## config.mk

```make
export PLATFORM = sky130hd
export DESIGN_NAME = mem_responder
export DESIGN_NICKNAME = d
export VERILOG_FILES = /design/src/rtl/mem_resp_pkg.sv /design/src/rtl/mem_resp_array.sv /design/src/rtl/mem_responder.sv
export SDC_FILE = /design/constraint.sdc
export NUM_CORES = 1
export LEC_CHECK = 0
export BUFFER_PORTS_ARGS = -buffer_cell sky130_fd_sc_hd__buf_2
export CAP_MARGIN = 20
export CORE_AREA = 4 4 208 413
export DETAILED_ROUTE_END_ITERATION = 10
export DIE_AREA = 0 0 212 417
export GPL_TIMING_DRIVEN = 0
export MAX_ROUTING_LAYER = met4
export RECOVER_POWER = 50
export SKIP_LAST_GASP = 1
export SYNTH_ARGS = -nofsm -noshare
export SYNTH_HDL_FRONTEND = slang
export SYNTH_SLANG_ARGS = --single-unit
```

## constraint.sdc

```tcl
create_clock -name clk -period 9.2 [get_ports clk]
set_input_delay 0.92 -clock clk [delete_from_list [all_inputs] [get_ports clk]]
set_output_delay 0.92 -clock clk [all_outputs]
set_load 0.05 [all_outputs]
```

## src/rtl/mem_resp_pkg.sv

```systemverilog
// rtl/mem_resp_pkg.sv - shared types and constants for the data-memory responder
package mem_resp_pkg;

  localparam int WORD_W = 32;

  typedef enum logic [1:0] {
    IDLE,
    WAIT,
    RESP
  } state_t;

  typedef struct packed {
    logic [WORD_W-1:0] rdata;
    logic              err;
  } rsp_t;

endpackage

```

## src/rtl/mem_resp_array.sv

```systemverilog
// rtl/mem_resp_array.sv - DEPTH x 32 storage, one synchronous write port, one read port
// Not reset: contents persist across clear. The read value is captured by the responder on the accept edge.
module mem_resp_array
  import mem_resp_pkg::*;
#(
  parameter int DEPTH = 32,
  parameter int AW    = 5
) (
  input  logic              clk,
  input  logic              we,
  input  logic [AW-1:0]     addr,
  input  logic [WORD_W-1:0] wdata,
  output logic [WORD_W-1:0] rdata
);

  logic [WORD_W-1:0] mem [DEPTH];

  always_ff @(posedge clk) begin
    if (we) mem[addr] <= wdata;
  end

  assign rdata = mem[addr];

endmodule

```

## src/rtl/mem_responder.sv

```systemverilog
// rtl/mem_responder.sv - fixed-latency load/store responder for the core data-memory port
// Optional MEM_RESP_ERR_EN: out-of-range addresses suppress stores and return rsp_err instead of wrapping.
module mem_responder
  import mem_resp_pkg::*;
#(
  parameter int DEPTH   = 32,
  parameter int LATENCY = 2,
  parameter int AW      = $clog2(DEPTH)
) (
  input  logic              clk,
  input  logic              clear,
  input  logic              req_valid,
  output logic              req_ready,
  input  logic              req_we,
  input  logic [WORD_W-1:0] req_addr,
  input  logic [WORD_W-1:0] req_wdata,
  output logic              rsp_valid,
  input  logic              rsp_ready,
  output logic [WORD_W-1:0] rsp_rdata,
  output logic              rsp_err
);

  localparam int CW = (LATENCY > 2) ? $clog2(LATENCY - 1) : 1;

  state_t            state, state_next;
  logic [CW-1:0]     cnt;
  rsp_t              rsp;
  logic              accept;
  logic              addr_err;
  logic              mem_we;
  logic [WORD_W-1:0] mem_rdata;

`ifdef MEM_RESP_ERR_EN
  assign addr_err = (req_addr >= WORD_W'(DEPTH));
`else
  logic unused_addr_hi;
  assign addr_err       = 1'b0;
  assign unused_addr_hi = ^req_addr[WORD_W-1:AW];
`endif

  // Clear blocks the accept so no store can slip into the array while held in reset.
  assign accept = req_valid && (state == IDLE) && !clear;
  assign mem_we = accept && req_we && !addr_err;

  mem_resp_array #(
    .DEPTH(DEPTH),
    .AW   (AW)
  ) u_array (
    .clk  (clk),
    .we   (mem_we),
    .addr (req_addr[AW-1:0]),
    .wdata(req_wdata),
    .rdata(mem_rdata)
  );

  always_comb begin
    state_next = state;
    req_ready  = 1'b0;
    rsp_valid  = 1'b0;
    case (state)
      IDLE: begin
        req_ready = 1'b1;
        if (accept) state_next = (LATENCY == 1) ? RESP : WAIT;
      end
      WAIT: begin
        if (cnt == '0) state_next = RESP;
      end
      RESP: begin
        rsp_valid = 1'b1;
        if (rsp_ready) state_next = IDLE;
      end
      default: state_next = IDLE;
    endcase
  end

  always_ff @(posedge clk or posedge clear) begin
    if (clear) begin
      state <= IDLE;
      cnt   <= '0;
      rsp   <= '0;
    end else begin
      state <= state_next;
      if (accept) begin
        cnt       <= (LATENCY > 1) ? CW'(LATENCY - 2) : '0;
        rsp.rdata <= (req_we || addr_err) ? '0 : mem_rdata;
        rsp.err   <= addr_err;
      end else if (state == WAIT && cnt != '0) begin
        cnt <= cnt - 1'b1;
      end
    end
  end

  assign rsp_rdata = rsp.rdata;
  assign rsp_err   = rsp.err;

endmodule

```

==> flow_summary.toml, run 1 <==
[drt]
ant_nets = 0
drc_errors = 0
num_vias = 21600
wl_per_cell_um = 33.3
initialDrtViolationCount = 2211
finalWirelength_um = 117000
via_per_inst = 6.17
drt-pass1-iter-count = 5

[clock_tree]
cts_tree = "built"
cts_hold_buf = 0
cts_sinks = 1059
cts_root_buffer = "clkbuf_16"
cts_buffer_depth = 3
ctsResizeCount = 0
cts-htree-levels = 3
postCtsSetupRepairBufs = 0
clk_pin_slew_ns = 0.07
clkLatencyLatePin_ns = 0.67
numCtsBuffers = 86

[setup_path]
ff2ff_path_depth = 6
cp-end-kind = "flop"
cp_slowest_cell = "nor3_2"
start_kind = "primary input"
cp_cell_sequence = "clkbuf_1, buf_6, buf_4, buf_2, nand4_1, nor3_2, buf_6, buf_6"
r2r_end = "u_array.mem[26][26]$_DFFE_PP_"
crit_required_ns = 9.57
path_class = "primary input to flop"
cp.arrival_ns = 4.40
rrSetupSlack_ns = 5.54
path_max_fanout = 10
reg2reg_from = "state[1]$_DFFE_PP0P_"
max_stage_delay_ns = 1.00
path_common_cell = "buf_6"

[placement]
place_congestion = 0.855
detailed_place_hpwl_um = 79800
portBuffers = 73

[global_routing]
grt_max_degree = 33
grt_pass1_vias = 22100
grt_antenna_before_repair = 5
grt_usage_pct = 26.9
grt_pass1_wl_um = 161000
overflow = 0

[sta]
tns_ns = 0
setup_violations = 0
min_period_ns = 4.03
tightest_slew_ns = 2.58
slew_headroom_pct = -72.1
rsz0062_at_grt = "false"
fmax_mhz = 248
layout_worst_path_cycle_share_pct = 43.8
fin_skew_ns = 0.0154
whs_ns = 0.255
hold_violations = 0
drv_slew = 58

[job]
drv_cap = 2

[pwr]
p_comb_share_pct = 6.0
p_sw_uw = 2120
p_leak_uw = 0.0159
p_per_area_nw_per_um2 = 210
clockPowerShare_pct = 38.5
p_int_uw = 7520
p_seq_share_pct = 55.5
switching_share_pct = 22.0
vdd_drop_max_uv = 121

[floorplanning]
io_pins = 104
initial_core_util_pct = 48.9
dieWidth_um = 212
row_count = 149
die-area_sq_um = 88400
core_sq_um = 82600
die_y_um = 417

[logic_synthesis]
synth_enable_flop_cells = 1024
seq_area_frac_synth_pct = 78.4
yosysUniqueCellTypes = 31
syn_nets = 2233
synth_cells = 2164
ys_ff_latch = 1059
syn-cell-area_sq_um = 40400
synth-async-reset-ratio_pct = 3.31
ys.flop_type = "edfxtp_1"
yosysWarnings = 0
syn_area_per_cell_sq_um = 18.7

[status]
outcome = "finished, violations left"
violations = "capacitance limit, slew limit"

[final_layout]
synthToLayoutAreaGrowth_pct = 13.6
final_nets = 2443
layout-drive-gt1-share_pct = 14.5

[min_path]
hold_path_class = "primary input to asynchronous set/reset pin"
==> stage by stage <==
stage          util [%]  power (uW)  worst slack, ns  area (sq um)  cells
6_report           55.5        9650             5.17         45800   3508
3_3_place_gp       50.9        6020            0.195         42100   3294
2_1_floorplan         -        5780             4.62         40400   2164
4_1_cts            55.6        9700             5.32         45900   3504
3_5_place_dp       52.2        6040             4.62         43100   3343
5_1_grt            55.5        9910             5.19         45800   3507
==> state kept, by name (all words and copies together), names as in the netlist <==
register     count
u_array.mem   1024
rsp_rdata       32
state            2
cnt              1
==> cell usage in the layout (no fill, tap or decap), types with 3 or more instances in the layout <==
cell type / n
edfxtp_1: 1024
mux2i_1: 512
o22ai_1: 254
buf_2: 125
clkbuf_16: 88
clkbuf_1: 87
nor4_1: 64
nand2_1: 36
dfrtp_1: 35
buf_6: 32
a22o_1: 32
nor2_4: 28
buf_12: 26
clkinv_2: 12
clkinv_1: 10
clkbuf_8: 9
buf_4: 7
bufinv_16: 7
nand4bb_1: 6
nand4b_1: 5
clkinvlp_4: 5
diode_2: 4
nor3_2: 4
nor2_1: 4
or4b_1: 3
inv_6: 3
==> critical path, delay by kind of cell <==
kind	cells	cell delay, ns
buf+inv	6	1.57
simple gates	2	1.88
==> layout make-up <==
class                      instances  area [sq um]
fill                            6357         36700
sequential                      1059         31600
multi-input combinational        970          8200
clock buffer                     122          2420
tap                             1057          1320
timing repair buffer             122          1100
buffer                           133           757
clock inverter                    39           399
antenna                            4          10.0
inverter                           2          7.51
==> metal layers <==
metal | vias up | global-route usage, % | wire [um]
li1 | 9213 | - | -
met1 | 11200 | 29.0 | 40000
met2 | 928 | 48.1 | 63300
met3 | 327 | 3.77 | 6480
met4 | 0 | 13.5 | 7030
met5 | - | - | 0
==> how the worst max path moves through the flow <==
stage / startpoint / to / slack [ns] / cells after the start
after floorplan: req_addr[0] / u_array.mem[27][0]$_DFFE_PP_ / 4.62 / 6
after global placement: clear / u_array.mem[24][31]$_DFFE_PP_ / 0.20 / 6
after detailed placement: req_addr[0] / u_array.mem[27][24]$_DFFE_PP_ / 4.62 / 8
after CTS: req_addr[0] / u_array.mem[27][26]$_DFFE_PP_ / 5.32 / 8
after global routing: req_addr[0] / u_array.mem[27][28]$_DFFE_PP_ / 5.19 / 8
final: req_addr[0] / u_array.mem[27][31]$_DFFE_PP_ / 5.17 / 8
==> synthesized netlist by cell type (6+ instances only) <==
| library cell | n | area [sq um] |
|---|---|---|
| o22ai_1 | 254 | 1590 |
| dfrtp_1 | 35 | 876 |
| mux2i_1 | 512 | 5120 |
| nor4_1 | 64 | 400 |
| nor2_1 | 32 | 120 |
| nand4bb_1 | 6 | 67.6 |
| buf_2 | 98 | 490 |
| buf_4 | 6 | 45.0 |
| nand2_1 | 36 | 135 |
| a22o_1 | 32 | 280 |
| buf_6 | 15 | 169 |
| edfxtp_1 | 1024 | 30700 |
| clkbuf_1 | 14 | 52.6 |
==> power by group through the flow <==
stage	Combinational (uW)	Clock (uW)	Sequential, uW
global route	606	3950	5350
global placement	570	0	5450
detailed placement	590	0	5450
CTS	591	3760	5350
floorplan	244	0	5540
finish	580	3710	5350
==> cell families (layout without fill, tap and decap cells) <==
group / after synthesis / after routing / synth area share, %
mux: 512 / 512 / 12.7
compound gates: 290 / 290 / 4.72
other cells: 1 / 5 / 0.00929
buf+inv: 135 / 418 / 1.89
flops: 1059 / 1059 / 78.4
simple gates: 167 / 167 / 2.33
No activity file was read; power rests on OpenSTA's default activity.
==> run 2, diff against run 1 <==
ABC_AREA = 1   (was unset)
CORE_AREA = 4 4 217 430   (was 4 4 208 413)
DIE_AREA = 0 0 221 434   (was 0 0 212 417)
PLACE_DENSITY = 0.67   (was unset)
clock period = 3.6 ns   (was 9.2 ns; I/O delays follow)
==> run 2 against run 1 <==
Compared with the run above: the flow still finishes with violations (capacitance limit, slew limit); die area is 8.5% higher; final cell count grew 63%; global-route usage is 1.2 points higher; first-iteration DRC count rose by 40%; count of clock-buffer cells in the layout down 13; combinational power rose to 3.4 times the previous value; largest cell class unchanged; register-to-register slack worse by 5.3 ns; critical path type unchanged; worst setup slack got worse by 5.0 ns; synthesized cell count up 95%; via count grew 40%; highest routed layer unchanged; sequential share of layout area is 5.5 points lower; hold slack improved by 0.035 ns.
==> flow_summary.toml, run 2 <==
[final_layout]
largest_register_ffs = 1024
finish.utilization_pct = 55.2
final_common_cell = "nand2_1"
synthToLayoutAreaGrowth_pct = 14.0
layout-drive-gt1-share_pct = 8.00
final_nets = 4514
final_cell_mix = "nand2_1 (2819), edfxtp_1 (1024), clkbuf_1 (147), buf_2 (105), clkbuf_16 (89)"
regMostFlops = "u_array.mem"
fin_area_sq_um = 49800
fill_cells = 7589

[sta]
tightest_slew_ns = 2.84
min_period_ns = 3.47
fmax_mhz = 288
drv_slew = 1094
fin_skew_ns = 0.0170
hold_violations = 0
layout_worst_path_cycle_share_pct = 96.4
slew_headroom_pct = -89.6
setup_violations = 0

[floorplanning]
die-area_sq_um = 95900
initial_core_util_pct = 48.5
io_pins = 104
core_sq_um = 90200
row_count = 156
dieWidth_um = 221
die_y_um = 434

[drt]
wl_per_cell_um = 23.4
drt-pass1-iter-count = 9
initialDrtViolationCount = 3088
finalWirelength_um = 134000
num_vias = 30300
via_per_inst = 5.31
ant_nets = 0
drc_errors = 0

[clock_tree]
cts_buffer_depth = 3
numCtsBuffers = 85
cts-htree-levels = 3
cts_root_buffer = "clkbuf_16"
cts_tree = "built"
clk_pin_slew_ns = 0.07
cts_sinks = 1059
clkLatencyLatePin_ns = 0.67

[setup_path]
cp-end-kind = "flop"
start_kind = "primary input"
crit_required_ns = 3.96
ff2ff_path_depth = 6
path_class = "primary input to flop"
cp.arrival_ns = 3.84
path_max_fanout = 21

[status]
outcome = "finished, violations left"
violations = "capacitance limit, slew limit"

[logic_synthesis]
synth_enable_flop_cells = 1024
yosysWarnings = 0
ys.flop_type = "edfxtp_1"
synthTopCellsByArea = "edfxtp_1 (70%), nand2_1 (24%), dfrtp_1 (2.0%)"
seq_area_frac_synth_pct = 72.3
syn_area_per_cell_sq_um = 10.4
ys_ff_latch = 1059
syn_nets = 4283
synth_cells = 4214
synth_top_cells_by_count = "nand2_1 (2819), edfxtp_1 (1024), nor2_1 (102), clkbuf_1 (86), buf_2 (77)"
yosysUniqueCellTypes = 17
yosysTopAreaCell = "edfxtp_1"
synth-async-reset-ratio_pct = 3.31
yosysMostFrequentCell = "nand2_1"
syn-cell-area_sq_um = 43700
synth_top_area_share_pct = 70.3

[placement]
detailed_place_hpwl_um = 91100
postPlaceCellArea_sq_um = 46600
place_congestion = 0.955
portBuffers = 74

[min_path]
hold_path_class = "primary input to flop"
min_path_cells = 4

[global_routing]
overflow = 0
grt_usage_pct = 28.1
grt_pass1_wl_um = 190000
grt_max_degree = 36
grt_pass1_vias = 29300
grt_antenna_before_repair = 7

[pwr]
p_leak_uw = 0.0207
finalPower_uw = 25400
vdd_drop_max_uv = 382
p_per_area_nw_per_um2 = 510

[job]
drv_cap = 33
==> run 2: changes by cell type in the layout (fill, tap and decap cells not counted), moves of 12 or more <==
cell      before   now
nand2_1       36  2819
buf_2        125   105
nor2_1         4    70
a22o_1        32     0
buf_1          0    28
buf_6         32     3
inv_2          0    12
buf_4          7    30
mux2i_1      512     0
o22ai_1      254     0
nor4_1        64     0
clkbuf_1      87   147
==> run 2: repair_timing <==
item,in CTS,in global routing
hold buffers,3,0
gates resized for setup,0,0
pin swaps,7,7
setup buffers,15,19
endpoints found under the setup margin,135,142
hold endpoints to repair,36,0
==> run 2: kinds of logic (layout without fill, tap and decap cells) <==
family / Yosys count / in the layout / share of synthesized area [%]
flip-flops: 1059 / 1059 / 72.3
other: 1 / 9 / 0.00858
buffers and inverters: 219 / 517 / 2.22
AND/OR/NAND/NOR: 2934 / 2934 / 25.4
AO/OA/AOI/OAI: 1 / 1 / 0.0172
==> run 2: worst max-delay path, cell delays in order <==
cell and delay, ns:
dlygate4sd3_1 0.53, buf_2 0.16, inv_1 0.19, nand3_1 0.42, nor2_1 0.40, nand3_1 0.77
nor2_4 0.73, buf_16 0.24
==> run 2: power breakdown <==
part	internal, uW	total (uW)	switching, uW
Clock	5520	9800	4280
Combinational	380	1950	1570
Sequential	13600	13600	41.2
==> run 2: final timing paths <==
check	startpoint	endpoint	slack [ns]
setup reg to reg	state[1]$_DFFE_PP0P_	u_array.mem[5][2]$_DFFE_PP_	0.20
max in group asynchronous	clear	rsp_rdata[28]$_DFFE_PP0P_	1.26
setup / recovery	clear	u_array.mem[5][2]$_DFFE_PP_	0.13
hold reg to reg	rsp_rdata[18]$_DFFE_PP0P_	rsp_rdata[18]$_DFFE_PP0P_	0.48
min in group asynchronous	clear	rsp_rdata[6]$_DFFE_PP0P_	1.17
hold / removal	req_we	rsp_rdata[6]$_DFFE_PP0P_	0.29
==> run 2: per-stage QoR <==
step                std cells  TNS [ns]  setup slack [ns]  hold slack, ns
detailed placement       5506   -503.95            -0.785           0.460
global route             5701    -0.186           -0.0173           0.291
CTS                      5678         0             0.107           0.204
finish                   5705         0             0.128           0.289
floorplan                4214   -196.75            -0.192           0.455
global placement         5473  -2690.66             -3.06           0.457
==> run 2: layout make-up <==
type / instances / area (sq um) / area share (%)
Tap cell: 1185 / 1480 / 2.98
Clock inverter: 45 / 547 / 1.10
Sequential cell: 1059 / 31600 / 63.5
Multi-Input combinational cell: 2936 / 11400 / 22.8
Antenna cell: 8 / 20.0 / 0.0402
Inverter: 18 / 70.1 / 0.141
Clock buffer: 109 / 2340 / 4.69
Buffer: 201 / 900 / 1.81
Timing Repair Buffer: 144 / 1480 / 2.96
==> run 2: routing by layer <==
layer / up-vias / wire length (um) / track usage (%)
met1: 14300 / 42800 / 28.3
met5: - / 0 / -
li1: 14100 / - / -
met3: 500 / 8510 / 3.49
met2: 1395 / 66200 / 47.6
met4: 0 / 16100 / 25.8
